**config.mk**
```make
export PLATFORM = sky130hd
export DESIGN_NAME = ysyx_22050550_ifu_flat
export DESIGN_NICKNAME = d
export VERILOG_FILES = /design/src/rtl/ysyx_22050550_ifu_pkg.sv /design/src/rtl/ysyx_22050550_ifu_if.sv /design/src/rtl/ysyx_22050550_ifu_wsel.sv /design/src/rtl/ysyx_22050550_ifu.sv /design/src/flat_wrapper.sv
export SDC_FILE = /design/constraint.sdc
export NUM_CORES = 1
export LEC_CHECK = 0
export CAP_MARGIN = 30
export CORE_MARGIN = 2
export CORE_UTILIZATION = 52
export CTS_BUF_LIST = sky130_fd_sc_hd__clkbuf_4
export CTS_CLUSTER_SIZE = 25
export DETAILED_ROUTE_END_ITERATION = 8
export DONT_BUFFER_PORTS = 1
export GPL_ROUTABILITY_DRIVEN = 0
export PLACE_DENSITY = 0.73
export SLEW_MARGIN = 20
export SYNTH_ARGS = -nofsm -noshare
export SYNTH_HDL_FRONTEND = slang
export SYNTH_HIERARCHICAL = 1
export SYNTH_SLANG_ARGS = --single-unit
```
**constraint.sdc**
```tcl
create_clock -name clock -period 7.8 [get_ports clock]
set_clock_uncertainty 0.1 [all_clocks]
set_input_delay 1.56 -clock clock [delete_from_list [all_inputs] [get_ports clock]]
set_output_delay 1.56 -clock clock [all_outputs]
set_load 0.01 [all_outputs]
```
**src/rtl/ysyx_22050550_ifu_pkg.sv**
```systemverilog
// Shared definitions for the instruction fetch unit: FSM state encoding,
// the reset PC and the fixed memory beat width.
package ysyx_22050550_ifu_pkg;

  localparam int unsigned BEAT_W = 64;
  localparam logic [63:0] RESET_PC = 64'h0000_0000_8000_0000;

  // IDLE after reset, ADDR while the read address is offered, DATA while
  // waiting for the read beat, OUT while the instruction is offered to ID.
  typedef enum logic [1:0] {
    S_IDLE = 2'd0,
    S_ADDR = 2'd1,
    S_DATA = 2'd2,
    S_OUT  = 2'd3
  } ifu_state_e;

endpackage

```
**src/rtl/ysyx_22050550_ifu_if.sv**
```systemverilog
// Bus bundle of the fetch unit: AXI-style read channel towards instruction
// memory plus the instruction channel towards ID.
//
// Handshake rule for every valid/ready pair here (ar, r, if): a transfer
// happens on a rising clock edge where both valid and ready are high; once
// valid is raised, the payload holds stable until that transfer (or, on the
// if channel only, until an ID redirect withdraws it).
interface ysyx_22050550_ifu_if #(
  parameter int ADDR_W = 64,
  parameter int INST_W = 32
);
  import ysyx_22050550_ifu_pkg::*;

  logic              imem_arvalid;
  logic              imem_arready;
  logic [ADDR_W-1:0] imem_araddr;
  logic              imem_rvalid;
  logic              imem_rready;
  logic [BEAT_W-1:0] imem_rdata;
  logic [1:0]        imem_rresp;

  logic              if_valid;
  logic              if_ready;
  logic [ADDR_W-1:0] if_pc;
  logic [INST_W-1:0] if_inst;
  logic              if_fault;

  modport master (
    output imem_arvalid, imem_araddr, imem_rready,
    input  imem_arready, imem_rvalid, imem_rdata, imem_rresp,
    output if_valid, if_pc, if_inst, if_fault,
    input  if_ready
  );

  modport slave (
    input  imem_arvalid, imem_araddr, imem_rready,
    output imem_arready, imem_rvalid, imem_rdata, imem_rresp,
    input  if_valid, if_pc, if_inst, if_fault,
    output if_ready
  );

endinterface

```
**src/rtl/ysyx_22050550_ifu_wsel.sv**
```systemverilog
// Picks the 32-bit instruction out of a 64-bit memory beat and masks it to
// zero when the memory reports an error.
module ysyx_22050550_ifu_wsel
  import ysyx_22050550_ifu_pkg::*;
(
  input  logic [BEAT_W-1:0] rdata_i,
  input  logic              hi_i,
  input  logic [1:0]        rresp_i,
  output logic [31:0]       inst_o,
  output logic              fault_o
);

  // Upper word for address bit 2 set, lower word otherwise; zero on error.
  always_comb begin
    fault_o = (rresp_i != 2'b00);
    inst_o  = hi_i ? rdata_i[63:32] : rdata_i[31:0];
    if (fault_o) begin
      inst_o = 32'h0;
    end
  end

endmodule

```
**src/rtl/ysyx_22050550_ifu.sv**
```systemverilog
// Instruction fetch unit: one memory read per instruction, instruction
// handed to ID over valid/ready, PC advance requested on each handoff.
// ID redirects kill any wrong-path fetch: a read already in flight is
// allowed to finish and its beat is thrown away before refetching.
module ysyx_22050550_ifu
  import ysyx_22050550_ifu_pkg::*;
#(
  parameter int ADDR_W = 64,
  parameter int INST_W = 32
) (
  input  logic              clock,
  input  logic              reset,
  input  logic [ADDR_W-1:0] pc_in,
  input  logic              redirect,
  output logic              pc_ready,
  ysyx_22050550_ifu_if.master bus,
  output ifu_state_e        state_o
);

  ifu_state_e        state_q;
  logic [ADDR_W-1:0] araddr_q;
  logic              kill_q;
  logic [ADDR_W-1:0] redir_pc_q;
  logic [ADDR_W-1:0] if_pc_q;
  logic [31:0]       if_inst_q;
  logic              if_fault_q;

  logic [31:0]       sel_inst;
  logic              sel_fault;

  ysyx_22050550_ifu_wsel u_wsel (
    .rdata_i (bus.imem_rdata),
    .hi_i    (araddr_q[2]),
    .rresp_i (bus.imem_rresp),
    .inst_o  (sel_inst),
    .fault_o (sel_fault)
  );

  // Channel strobes decode straight from the state register; a redirect
  // withdraws the held instruction in the same cycle so it cannot hand off.
  assign bus.imem_arvalid = (state_q == S_ADDR);
  assign bus.imem_rready  = (state_q == S_DATA);
  assign bus.imem_araddr  = araddr_q;
  assign bus.if_valid     = (state_q == S_OUT) && !redirect;
  assign bus.if_pc        = if_pc_q;
  assign bus.if_inst      = INST_W'(if_inst_q);
  assign bus.if_fault     = if_fault_q;
  assign pc_ready         = bus.if_valid && bus.if_ready;
  assign state_o          = state_q;

  // Fetch sequencer: address phase, data phase, offer to ID, with the kill
  // flag remembering that the read in flight belongs to a wrong path.
  always_ff @(posedge clock) begin
    if (reset) begin
      state_q    <= S_IDLE;
      araddr_q   <= '0;
      kill_q     <= 1'b0;
      redir_pc_q <= '0;
      if_pc_q    <= '0;
      if_inst_q  <= '0;
      if_fault_q <= 1'b0;
    end else begin
      case (state_q)
        S_IDLE: begin
          araddr_q <= pc_in;
          state_q  <= S_ADDR;
        end
        S_ADDR: begin
          // araddr must stay put while arvalid is up; remember the target.
          if (redirect) begin
            kill_q     <= 1'b1;
            redir_pc_q <= pc_in;
          end
          if (bus.imem_arready) begin
            state_q <= S_DATA;
          end
        end
        S_DATA: begin
          if (bus.imem_rvalid) begin
            kill_q <= 1'b0;
            if (redirect) begin
              araddr_q <= pc_in;
              state_q  <= S_ADDR;
            end else if (kill_q) begin
              araddr_q <= redir_pc_q;
              state_q  <= S_ADDR;
            end else begin
              if_pc_q    <= araddr_q;
              if_inst_q  <= sel_inst;
              if_fault_q <= sel_fault;
              state_q    <= S_OUT;
            end
          end else if (redirect) begin
            kill_q     <= 1'b1;
            redir_pc_q <= pc_in;
          end
        end
        S_OUT: begin
          if (redirect) begin
            araddr_q <= pc_in;
            state_q  <= S_ADDR;
          end else if (bus.if_ready) begin
            araddr_q <= if_pc_q + ADDR_W'(4);
            state_q  <= S_ADDR;
          end
        end
        default: begin
          state_q <= S_IDLE;
        end
      endcase
    end
  end

endmodule

```
**src/flat_wrapper.sv**
```systemverilog
// flat-port wrapper written by rule: the top's interface ports become plain ports
module ysyx_22050550_ifu_flat import ysyx_22050550_ifu_pkg::*;
#(
  parameter int ADDR_W = 64,
  parameter int INST_W = 32
)
  (clock, reset, pc_in, redirect, pc_ready, state_o, bus_imem_arvalid, bus_imem_araddr, bus_imem_rready, bus_imem_arready, bus_imem_rvalid, bus_imem_rdata, bus_imem_rresp, bus_if_valid, bus_if_pc, bus_if_inst, bus_if_fault, bus_if_ready);
  ysyx_22050550_ifu_if #(.ADDR_W(ADDR_W), .INST_W(INST_W)) bus_i ();
  input  logic clock;
  input  logic reset;
  input  logic [ADDR_W-1:0] pc_in;
  input  logic redirect;
  output logic pc_ready;
  output ifu_state_e state_o;
  output wire logic [$bits(bus_i.imem_arvalid)-1:0] bus_imem_arvalid;
  output wire logic [$bits(bus_i.imem_araddr)-1:0] bus_imem_araddr;
  output wire logic [$bits(bus_i.imem_rready)-1:0] bus_imem_rready;
  input wire logic [$bits(bus_i.imem_arready)-1:0] bus_imem_arready;
  input wire logic [$bits(bus_i.imem_rvalid)-1:0] bus_imem_rvalid;
  input wire logic [$bits(bus_i.imem_rdata)-1:0] bus_imem_rdata;
  input wire logic [$bits(bus_i.imem_rresp)-1:0] bus_imem_rresp;
  output wire logic [$bits(bus_i.if_valid)-1:0] bus_if_valid;
  output wire logic [$bits(bus_i.if_pc)-1:0] bus_if_pc;
  output wire logic [$bits(bus_i.if_inst)-1:0] bus_if_inst;
  output wire logic [$bits(bus_i.if_fault)-1:0] bus_if_fault;
  input wire logic [$bits(bus_i.if_ready)-1:0] bus_if_ready;
  assign bus_imem_arvalid = bus_i.imem_arvalid;
  assign bus_imem_araddr = bus_i.imem_araddr;
  assign bus_imem_rready = bus_i.imem_rready;
  assign bus_i.imem_arready = bus_imem_arready;
  assign bus_i.imem_rvalid = bus_imem_rvalid;
  assign bus_i.imem_rdata = bus_imem_rdata;
  assign bus_i.imem_rresp = bus_imem_rresp;
  assign bus_if_valid = bus_i.if_valid;
  assign bus_if_pc = bus_i.if_pc;
  assign bus_if_inst = bus_i.if_inst;
  assign bus_if_fault = bus_i.if_fault;
  assign bus_i.if_ready = bus_if_ready;
  ysyx_22050550_ifu #(.ADDR_W(ADDR_W), .INST_W(INST_W)) u_core (.clock(clock), .reset(reset), .pc_in(pc_in), .redirect(redirect), .pc_ready(pc_ready), .bus(bus_i), .state_o(state_o));
endmodule
```
== After elaboration in Yosys (flattened, before gate mapping) ==
Cells that the tools add are included.
Widths: inputs -> output; s select.

* $add $sub $neg: 1
* Divide/modulo/power cells: 0
* Multiplexer cells: 21
* Equality and inequality tests: 8
* Reductions and logical operators: 11
* $lt $le $gt $ge: 0
* Bitwise operators: 2
* Multiply operators: 0
* Shifts and indexed selects: 0

{| class="wikitable"
|+ Operators with widths
! kind !! count
|-
| $mux 64 || 7
|-
| $pmux 64 s3 || 1
|-
| $pmux 64 s2 || 1
|-
| $add 64x3->64 const B || 1
|-
| $mux 32 || 2
|-
| $mux 2 || 6
|-
| $pmux 2 s4 || 1
|-
| $reduce_and 4->1 || 2
|-
| $eq 2x2->1 const B || 2
|-
| $ne 2x1->1 const B || 2
|-
| $reduce_bool 2->1 || 2
|-
| $ne 3x2->1 const B || 1
|-
| $ne 3x3->1 const B || 1
|-
| $reduce_and 3->1 || 1
|-
| $reduce_bool 3->1 || 1
|-
| $eq 2x1->1 const B || 1
|-
| $logic_and 1x1->1 || 2
|-
| $logic_not 2->1 || 1
|-
| $mux 1 || 2
|-
| $ne 2x2->1 const B || 1
|-
| $not 1->1 || 2
|-
| $pmux 1 s2 || 1
|-
| $reduce_and 2->1 || 1
|-
| $logic_not 1->1 || 1
|}

* Flip-flop bits (word level): 228
* Word-level logic and storage cells: 50
* Memory bits (writable): 0
* Output and inout bits: 167
* Bits in read-only memories: 0
* Memories: 0
* Latch bits: 0

== Depth between registers and ports, before layout ==
Gate-level depths: netlist of the first run.

* Word-level depth: 4
* Mapped depth: 10
* Depth with buffers taken out: 8

== By module ==
The synthesis of the first run kept the hierarchy.

{| class="wikitable"
|+ Modules (own cells, without submodules)
! module !! instances !! seq. area each (um^2) !! cells each !! area each (um^2)
|-
| ysyx_22050550_ifu || 1 || 4,564.4 || 1,302 || 10,119.7
|-
| ysyx_22050550_ifu_wsel || 1 || 0.0 || 73 || 533.0
|}

== Worst setup path before layout of the first run ==
No wires, ideal clock.

* Kind: input -> output
* Start point: input redirect
* End point: output pc_ready
* Required time: 6.140 ns
* Slack: 3.770 ns
* Path buffers: 1
* Cell stages on the path: 4
* Arrival: 2.370 ns
* Cell sequence: nand2b_1 inv_1 clkbuf_1 and2_1

* Word-level cells in the longest chain between the ends: 3

{| class="wikitable"
|+ Ends and longest elaborated chain
! element !! line !! source
|-
| start: declaration || flat_wrapper.sv:12 || <nowiki>input logic redirect;</nowiki>
|-
| $logic_not 1->1 || ysyx_22050550_ifu.sv:44 || <nowiki>assign bus.if_valid = (state_q == S_OUT) && !redirect;</nowiki>
|-
| $logic_and 1x1->1 || ysyx_22050550_ifu.sv:44 ||
|-
| named net bus_if_valid || flat_wrapper.sv:22 || <nowiki>output wire logic [$bits(bus_i.if_valid)-1:0] bus_if_valid;</nowiki>
|-
| $logic_and 1x1->1 || ysyx_22050550_ifu.sv:48 || <nowiki>assign pc_ready = bus.if_valid && bus.if_ready;</nowiki>
|-
| end: declaration || flat_wrapper.sv:13 || <nowiki>output logic pc_ready;</nowiki>
|}

The timed path passes the listed nets, and every way through them passes these cells.

== Worst setup path after layout of the first run ==
* Start point: register u_core.state_q[0] (netlist: u_core/state_o[0])
* End point: output pc_ready

* Word-level cells in the longest chain between the ends: 3

{| class="wikitable"
|+ Ends and longest elaborated chain
! element !! line !! source
|-
| start: declaration || ysyx_22050550_ifu.sv:20 || <nowiki>ifu_state_e state_q;</nowiki>
|-
| start signal: assignment || ysyx_22050550_ifu.sv:55 || <nowiki>state_q <= S_IDLE;</nowiki>
|-
| start signal: assignment || ysyx_22050550_ifu.sv:66 || <nowiki>state_q <= S_ADDR;</nowiki>
|-
| start signal: assignment || ysyx_22050550_ifu.sv:75 || <nowiki>state_q <= S_DATA;</nowiki>
|-
| $eq 2x2->1 || ysyx_22050550_ifu.sv:44 ||
|-
| $logic_and 1x1->1 || ysyx_22050550_ifu.sv:44 ||
|-
| named net bus_if_valid || flat_wrapper.sv:22 ||
|-
| $logic_and 1x1->1 || ysyx_22050550_ifu.sv:48 ||
|}

The timed path passes the listed nets, and every way through them passes these cells.

==> flow_summary_export.csv, run 1 <==
group,metric,value,unit
floorplanning,vertical_extent_of_the_die,147,um
synth,synth_top_area_share,42.8,%
timing,setup-tns-final,0,ns
pwr,power_per_cell_area,232,mW/mm^2
synth,seq_area_frac_synth,42.8,%
synth,synth_warnings,6,
pwr,switching_share,29.4,%
grt,grt_pass1_vias,9486,
timing,timing.final.max_slew_violations,0,
pwr,switchingPower,782,uW
final_layout,flow.area_growth_from_synthesis,7.54,%
pwr,total_power,2.66,mW
grt,gr-usage-all-layers,28.6,%
clock_tree,cts_root_cell,"clkbuf_4",
pwr,power.clock.fraction,37.5,%
floorplanning,fp.dieArea,0.0216,mm^2
synth,synth_edf_count,0,
final_layout,area.sequential,0.00457,mm^2
clock_tree,cts_hold_buf,0,
final_layout,fillCellCount,1906,
clock_tree,cts_max_level,2,
floorplanning,io-pin-count,303,
detailed_routing,routed_wirelength,32600,um
pwr,intPower,1.88,mW
placed_design,io_buffers,0,
floorplanning,chipWidth,147,um
setup_path,critical_path_required,6.14,ns
floorplanning,initial_utilization,52.8,%
setup_path,worstPathArrival,2.63,ns
setup_path,critPathTopFamily,"adder cells",
detailed_routing,vias_per_cell,6.06,
pwr,worst_vdd_rail_ir_drop,0.125,mV
synth,commonest_cells_post_synth,"nand2_1, dfxtp_1, a21oi_1",
clock_tree,clock-sinks,228,
synth,synthesis.nets,1516,
setup_path,crit_path_cell_trace,"ha_1 -> nand2b_1 -> inv_1 -> and2_1",
flow_run,max-cap-violations,0,
outcome,violations,"design-rule violations",
timing,timing.final.setup_violations,0,
timing,max_slew_margin,33.0,%
setup_path,criticalPathCategory,"reg2out",
detailed_routing,drcViolationCount,2,
synth,syn_inst,1375,
clock_tree,numCtsBuffers,60,
setup_path,worst-path-buf-inv,1,
setup_path,slowest_stage,"ha_1",
final_layout,area_of_combinational_cells_with_multiple_inputs,0.00559,mm^2
final_layout,drive_gt1_share,8.81,%
timing,setup_repair_after_global_routing_missed_its_margin,"no",
grt,first_pass_grt_wire_length,50200,um
timing,finalWorstPathRequiredPeriod,4.29,ns
clock_tree,clk_pin_slew_worst_paths,0.06,ns
synth,syn_area_per_cell,7.75,um^2
timing,fmax,0.233,GHz
detailed_routing,post_detailed_route_count_of_antenna_violating_nets,0,
timing,worst_pin_slew,0.998,ns
placed_design,final_hpwl_dp,20400,um
synth,synth-async-reset-ratio,0,%
clock_tree,post-cts-setup-buffer-count,0,
clock_tree,clock_insertion_delay_worst_skew,0.68,ns
pwr,p_seq_share,50.8,%
grt,antenna_found_initial,3,
grt,grt-ovfl-total,0,
grt,grt_max_degree,230,
clock_tree,postcts_resize_cnt,0,
setup_path,max_stage_delay,0.53,ns
timing,hold_violation_total_from_the_final_report,0,
timing,post-route-period-util,55.0,%
synth,synthMostInstantiatedCell,"nand2_1",
detailed_routing,drt_first_iter_violations,893,
floorplanning,core_area,0.0202,mm^2
detailed_routing,drt_pass1_iterations,9,
synth,post_synth_instance_area,0.0107,mm^2
clock_tree,clock_path_buffers,3,
synth,synth_flop_cell,"dfxtp_1",
final_layout,post-route-cell-area,0.0115,mm^2
synth,synth.area.top_cells,"dfxtp_1, nand2_1, a21oi_1, nor2_1, clkbuf_1",
outcome,outcome,"finished, violations left",
synth,synth_top_cell_by_area,"dfxtp_1",
detailed_routing,avgRoutedWirePerCell,19.7,um
pwr,power.combinational.fraction,11.8,%
detailed_routing,route.vias.total,10100,
worst_hold_path,hp-class,"reg2reg",
pwr,cellLeakagePower,3.73,nW
final_layout,nets,1482,
setup_path,worstPathMaxFanout,14,
setup_path,timing.critical_path.from_type,"register",
setup_path,worst_setup_path_end_kind,"primary output",
placed_design,postPlaceCellArea,0.0107,mm^2
clock_tree,tritoncts,"built",
floorplanning,num_rows,52,
synth,synth-seq-cells,228,
synth,post_synth_cell_types,51,
==> cell type report <==
type	count	area share, %
multi-input cells	1021	48.8
flip-flops and latches	228	39.9
clock buffers	88	5.77
well taps	270	2.95
repair buffers	15	1.42
clock inverters	18	0.623
inverters	15	0.491
diodes	3	0.0655
==> registers in the layout, summed over array words and instances, names as in the netlist <==
signal	count
u_core/bus.if_fault	1
u_core/bus.if_inst	32
u_core/bus.if_pc	64
u_core/bus.imem_araddr	64
u_core/kill_q	1
u_core/redir_pc_q	64
u_core/state_o	2
==> kinds of logic after synthesis <==
| group | synth area share, % |
|---|---|
| flops | 42.8 |
| xor+xnor | 3.95 |
| compound gates | 20.4 |
| fa+ha+maj | 0.587 |
| buf+inv | 5.05 |
| mux | 3.01 |
| simple gates | 24.2 |
==> layer usage <==
| metal | track usage, % | vias to the layer above | part of all wire, % |
|---|---|---|---|
| li1 | - | 4811 | - |
| met1 | 32.8 | 4673 | 37 |
| met2 | 48.1 | 505 | 48 |
| met3 | 10.5 | 64 | 12 |
| met4 | 12.4 | 0 | 2.9 |
| met5 | 0 | - | 0 |
==> cells in the final DEF, fill, tap and decap left out, types with 2 or more instances in the layout <==
| master | n |
|---|---|
| a211oi_1 | 39 |
| a21oi_1 | 174 |
| a221o_1 | 8 |
| a221oi_1 | 29 |
| a222oi_1 | 19 |
| a22oi_1 | 7 |
| and2_1 | 2 |
| and3_1 | 9 |
| and4_1 | 6 |
| buf_12 | 2 |
| buf_4 | 10 |
| clkbuf_4 | 88 |
| clkinv_1 | 17 |
| dfxtp_1 | 227 |
| diode_2 | 3 |
| ha_1 | 5 |
| inv_1 | 15 |
| mux2i_1 | 32 |
| nand2_1 | 345 |
| nand2b_1 | 2 |
| nand3_1 | 25 |
| nand4_1 | 26 |
| nor2_1 | 112 |
| nor3_1 | 33 |
| nor4_1 | 15 |
| nor4_2 | 2 |
| o21a_1 | 2 |
| o21ai_0 | 25 |
| o21ai_1 | 4 |
| o22ai_1 | 2 |
| o31a_1 | 4 |
| o31a_2 | 2 |
| o32ai_1 | 17 |
| or3_1 | 5 |
| or3_2 | 2 |
| or4_4 | 3 |
| xnor2_1 | 36 |
| xor2_1 | 12 |
==> worst paths after layout <==
kind,from,end,slack [ns],depth (start not counted)
hold / removal,u_core/redir_pc_q[52]$_SDFFE_PP0P_,u_core/redir_pc_q[52]$_SDFFE_PP0P_,0.35,2
setup reg to reg,u_core/bus.if_pc[2]$_SDFFE_PP0P_,u_core/bus.imem_araddr[60]$_SDFFE_PP0P_,4.16,7
setup / recovery,u_core/state_o[0]$_SDFFE_PP0P_,pc_ready,3.51,4
hold reg to reg,u_core/redir_pc_q[52]$_SDFFE_PP0P_,u_core/redir_pc_q[52]$_SDFFE_PP0P_,0.35,2
==> per-stage QoR <==
step                hold WS [ns]  setup slack, ns  utilization [%]  std cells
finish                     0.351             3.51             56.8       1658
detailed placement         0.342             3.68             53.0       1547
global route               0.363             3.38             56.8       1658
global placement           0.336             3.70             52.7       1544
floorplan                  0.336             3.77                -       1375
CTS                        0.350             3.51             56.6       1653
==> power groups by stage <==
stage	clock (mW)	sequential (mW)	combinational, mW
after floorplan	0	1.35	0.263
after global placement	0	1.38	0.282
after detailed placement	0	1.39	0.301
after CTS	1.02	1.36	0.301
after global routing	1.08	1.36	0.347
final	0.997	1.35	0.313
==> worst min-delay path, stage by stage (launching register included) <==
cell and delay [ns]:
dfxtp_1 0.31, nand2_1 0.05, a21oi_1 0.05
Note: power is estimated with default switching activity, not from simulation.
==> inputs of run 2 (changes only) <==
--- a/config.mk
+++ b/config.mk
@@ -13,7 +13,7 @@
 export DETAILED_ROUTE_END_ITERATION = 8
 export DONT_BUFFER_PORTS = 1
 export GPL_ROUTABILITY_DRIVEN = 0
-export PLACE_DENSITY = 0.73
+export PLACE_DENSITY = 0.76
 export SLEW_MARGIN = 20
 export SYNTH_ARGS = -nofsm -noshare
 export SYNTH_HDL_FRONTEND = slang
==> constraint.sdc (replaced) <==
create_clock -name clock -period 3.84 [get_ports clock]
set_clock_uncertainty 0.1 [all_clocks]
set_input_delay 0.768 -clock clock [delete_from_list [all_inputs] [get_ports clock]]
set_output_delay 0.768 -clock clock [all_outputs]
set_load 0.01 [all_outputs]
==> run 2 against run 1 <==
Critical path type unchanged. First-iteration DRC count fell by 1.7%. Sequential share of layout area fell by 0.56 points. Register-to-register slack got worse by 3.2 ns. Critical endpoint is now bus_if_valid. Global-route usage rose by 0.10 points. Via count rose by 1.5%. Clock power rose by 110%. Hold slack got worse by 0.29 ns. Largest power group unchanged. The run now ends clean. Sequential power rose by 100%. Power rose by 110%. Combinational power rose by 110%. Cell area rose by 1.4%.
==> flow_summary_export.csv, run 2 (same netlist as run 1, synthesis figures left out) <==
group,metric,value,unit
pwr,worst_vdd_rail_ir_drop,0.310,mV
pwr,power_per_cell_area,474,mW/mm^2
setup_path,worst-path-buf-inv,2,
floorplanning,num_rows,52,
timing,setup_repair_after_global_routing_missed_its_margin,"no",
timing,fmax,0.290,GHz
clock_tree,numCtsBuffers,58,
floorplanning,fp.dieArea,0.0216,mm^2
pwr,total_power,5.51,mW
placed_design,final_hpwl_dp,21400,um
detailed_routing,drcViolationCount,0,
detailed_routing,drt_first_iter_violations,878,
setup_path,crit_path_cell_trace,"ha_1 -> nand2b_1 -> inv_1 -> buf_12",
clock_tree,clock_path_buffers,3,
placed_design,io_buffers,0,
grt,antenna_found_initial,1,
floorplanning,core_area,0.0202,mm^2
floorplanning,vertical_extent_of_the_die,147,um
floorplanning,io-pin-count,303,
timing,setup-tns-final,0,ns
setup_path,worstPathMaxFanout,28,
setup_path,critPathTopFamily,"buffers and inverters",
grt,first_pass_grt_wire_length,50700,um
timing,timing.final.setup_violations,0,
grt,gr-usage-all-layers,28.7,%
final_layout,layout_commonest_cell,"nand2_1",
final_layout,post-route-cell-area,0.0116,mm^2
detailed_routing,post_detailed_route_count_of_antenna_violating_nets,0,
grt,grt_pass1_vias,9358,
clock_tree,clock-sinks,228,
setup_path,timing.critical_path.from_type,"register",
timing,worst_pin_slew,0.822,ns
clock_tree,cts_root_cell,"clkbuf_4",
floorplanning,initial_utilization,52.8,%
final_layout,flow.area_growth_from_synthesis,9.07,%
worst_hold_path,hp-class,"in2reg",
timing,post-route-period-util,89.7,%
detailed_routing,vias_per_cell,6.15,
timing,max_slew_margin,44.8,%
final_layout,final_cell_mix,"nand2_1, dfxtp_1, a21oi_1, nor2_1, clkbuf_4",
detailed_routing,drt_pass1_iterations,6,
timing,holdWs,0.0613,ns
final_layout,drive_gt1_share,9.59,%
setup_path,criticalPathCategory,"reg2out",
floorplanning,chipWidth,147,um
detailed_routing,route.vias.total,10200,
setup_path,critical_path_required,2.97,ns
grt,grt-ovfl-total,0,
setup_path,worst_setup_path_end_kind,"primary output",
flow_run,max-cap-violations,0,
setup_path,worstPathArrival,2.58,ns
detailed_routing,routed_wirelength,33300,um
setup_path,max_stage_delay,0.51,ns
timing,timing.final.max_slew_violations,0,
timing,finalWorstPathRequiredPeriod,3.44,ns
clock_tree,tritoncts,"built",
final_layout,fillCellCount,1841,
outcome,outcome,"complete, no violations",
clock_tree,clk_pin_slew_worst_paths,0.07,ns
pwr,cellLeakagePower,3.83,nW
clock_tree,cts_max_level,2,
setup_path,slowest_stage,"ha_1",
final_layout,nets,1495,
clock_tree,postcts_resize_cnt,0,
clock_tree,clock_insertion_delay_worst_skew,0.71,ns
detailed_routing,avgRoutedWirePerCell,20.1,um
timing,hold_violation_total_from_the_final_report,0,
placed_design,postPlaceCellArea,0.0108,mm^2
grt,grt_max_degree,209,
run 2: path summary, 6_finish.rpt:
check / startpoint / endpoint / slack, ns / depth (start not counted)
max: u_core/state_o[1]$_SDFFE_PP0P_ / bus_if_valid / 0.40 / 4
min: reset / u_core/bus.if_inst[7]$_SDFFE_PP0P_ / 0.06 / 1
max reg2reg: u_core/bus.if_pc[2]$_SDFFE_PP0P_ / u_core/bus.imem_araddr[62]$_SDFFE_PP0P_ / 0.92 / 8
min reg2reg: u_core/redir_pc_q[19]$_SDFFE_PP0P_ / u_core/redir_pc_q[19]$_SDFFE_PP0P_ / 0.36 / 2
run 2: what timing repair did:
| action | 4_1_cts | 5_1_grt |
|---|---|---|
| endpoints found under the hold margin | 16 | 1 |
| buffers inserted | 0 | 0 |
| hold buffers | 4 | 1 |
run 2: area by class of cell:
| class | instances | area (um^2) | area share [%] |
|---|---|---|---|
| multi-input combinational | 1021 | 5590 | 48.1 |
| clock inverter | 7 | 85.1 | 0.732 |
| inverter | 15 | 56.3 | 0.485 |
| clock buffer | 86 | 646 | 5.56 |
| timing repair buffer | 30 | 340 | 2.93 |
| tap | 270 | 338 | 2.91 |
| antenna | 1 | 2.50 | 0.0215 |
| sequential | 228 | 4570 | 39.3 |
run 2: routing by layer:
layer | up-vias | track usage [%] | part of all wire [%]
met5 | - | 0 | 0
met4 | 0 | 10.5 | 2.5
met3 | 61 | 9.57 | 11
met2 | 546 | 48.4 | 48
met1 | 4772 | 34.2 | 39
li1 | 4825 | - | -
run 2: power breakdown:
| group | internal, mW | switching [mW] |
|---|---|---|
| logic | 0.257 | 0.395 |
| registers | 2.53 | 0.225 |
| clock network | 1.14 | 0.958 |
| total | 3.93 | 1.58 |
run 2: metrics by stage:
stage	std cells	setup slack [ns]	utilization [%]
6_report	1658	0.397	57.6
2_1_floorplan	1375	1.29	-
5_1_grt	1658	0.224	57.6
3_3_place_gp	1557	1.02	53.5
4_1_cts	1655	0.335	57.4
3_5_place_dp	1558	1.00	53.6
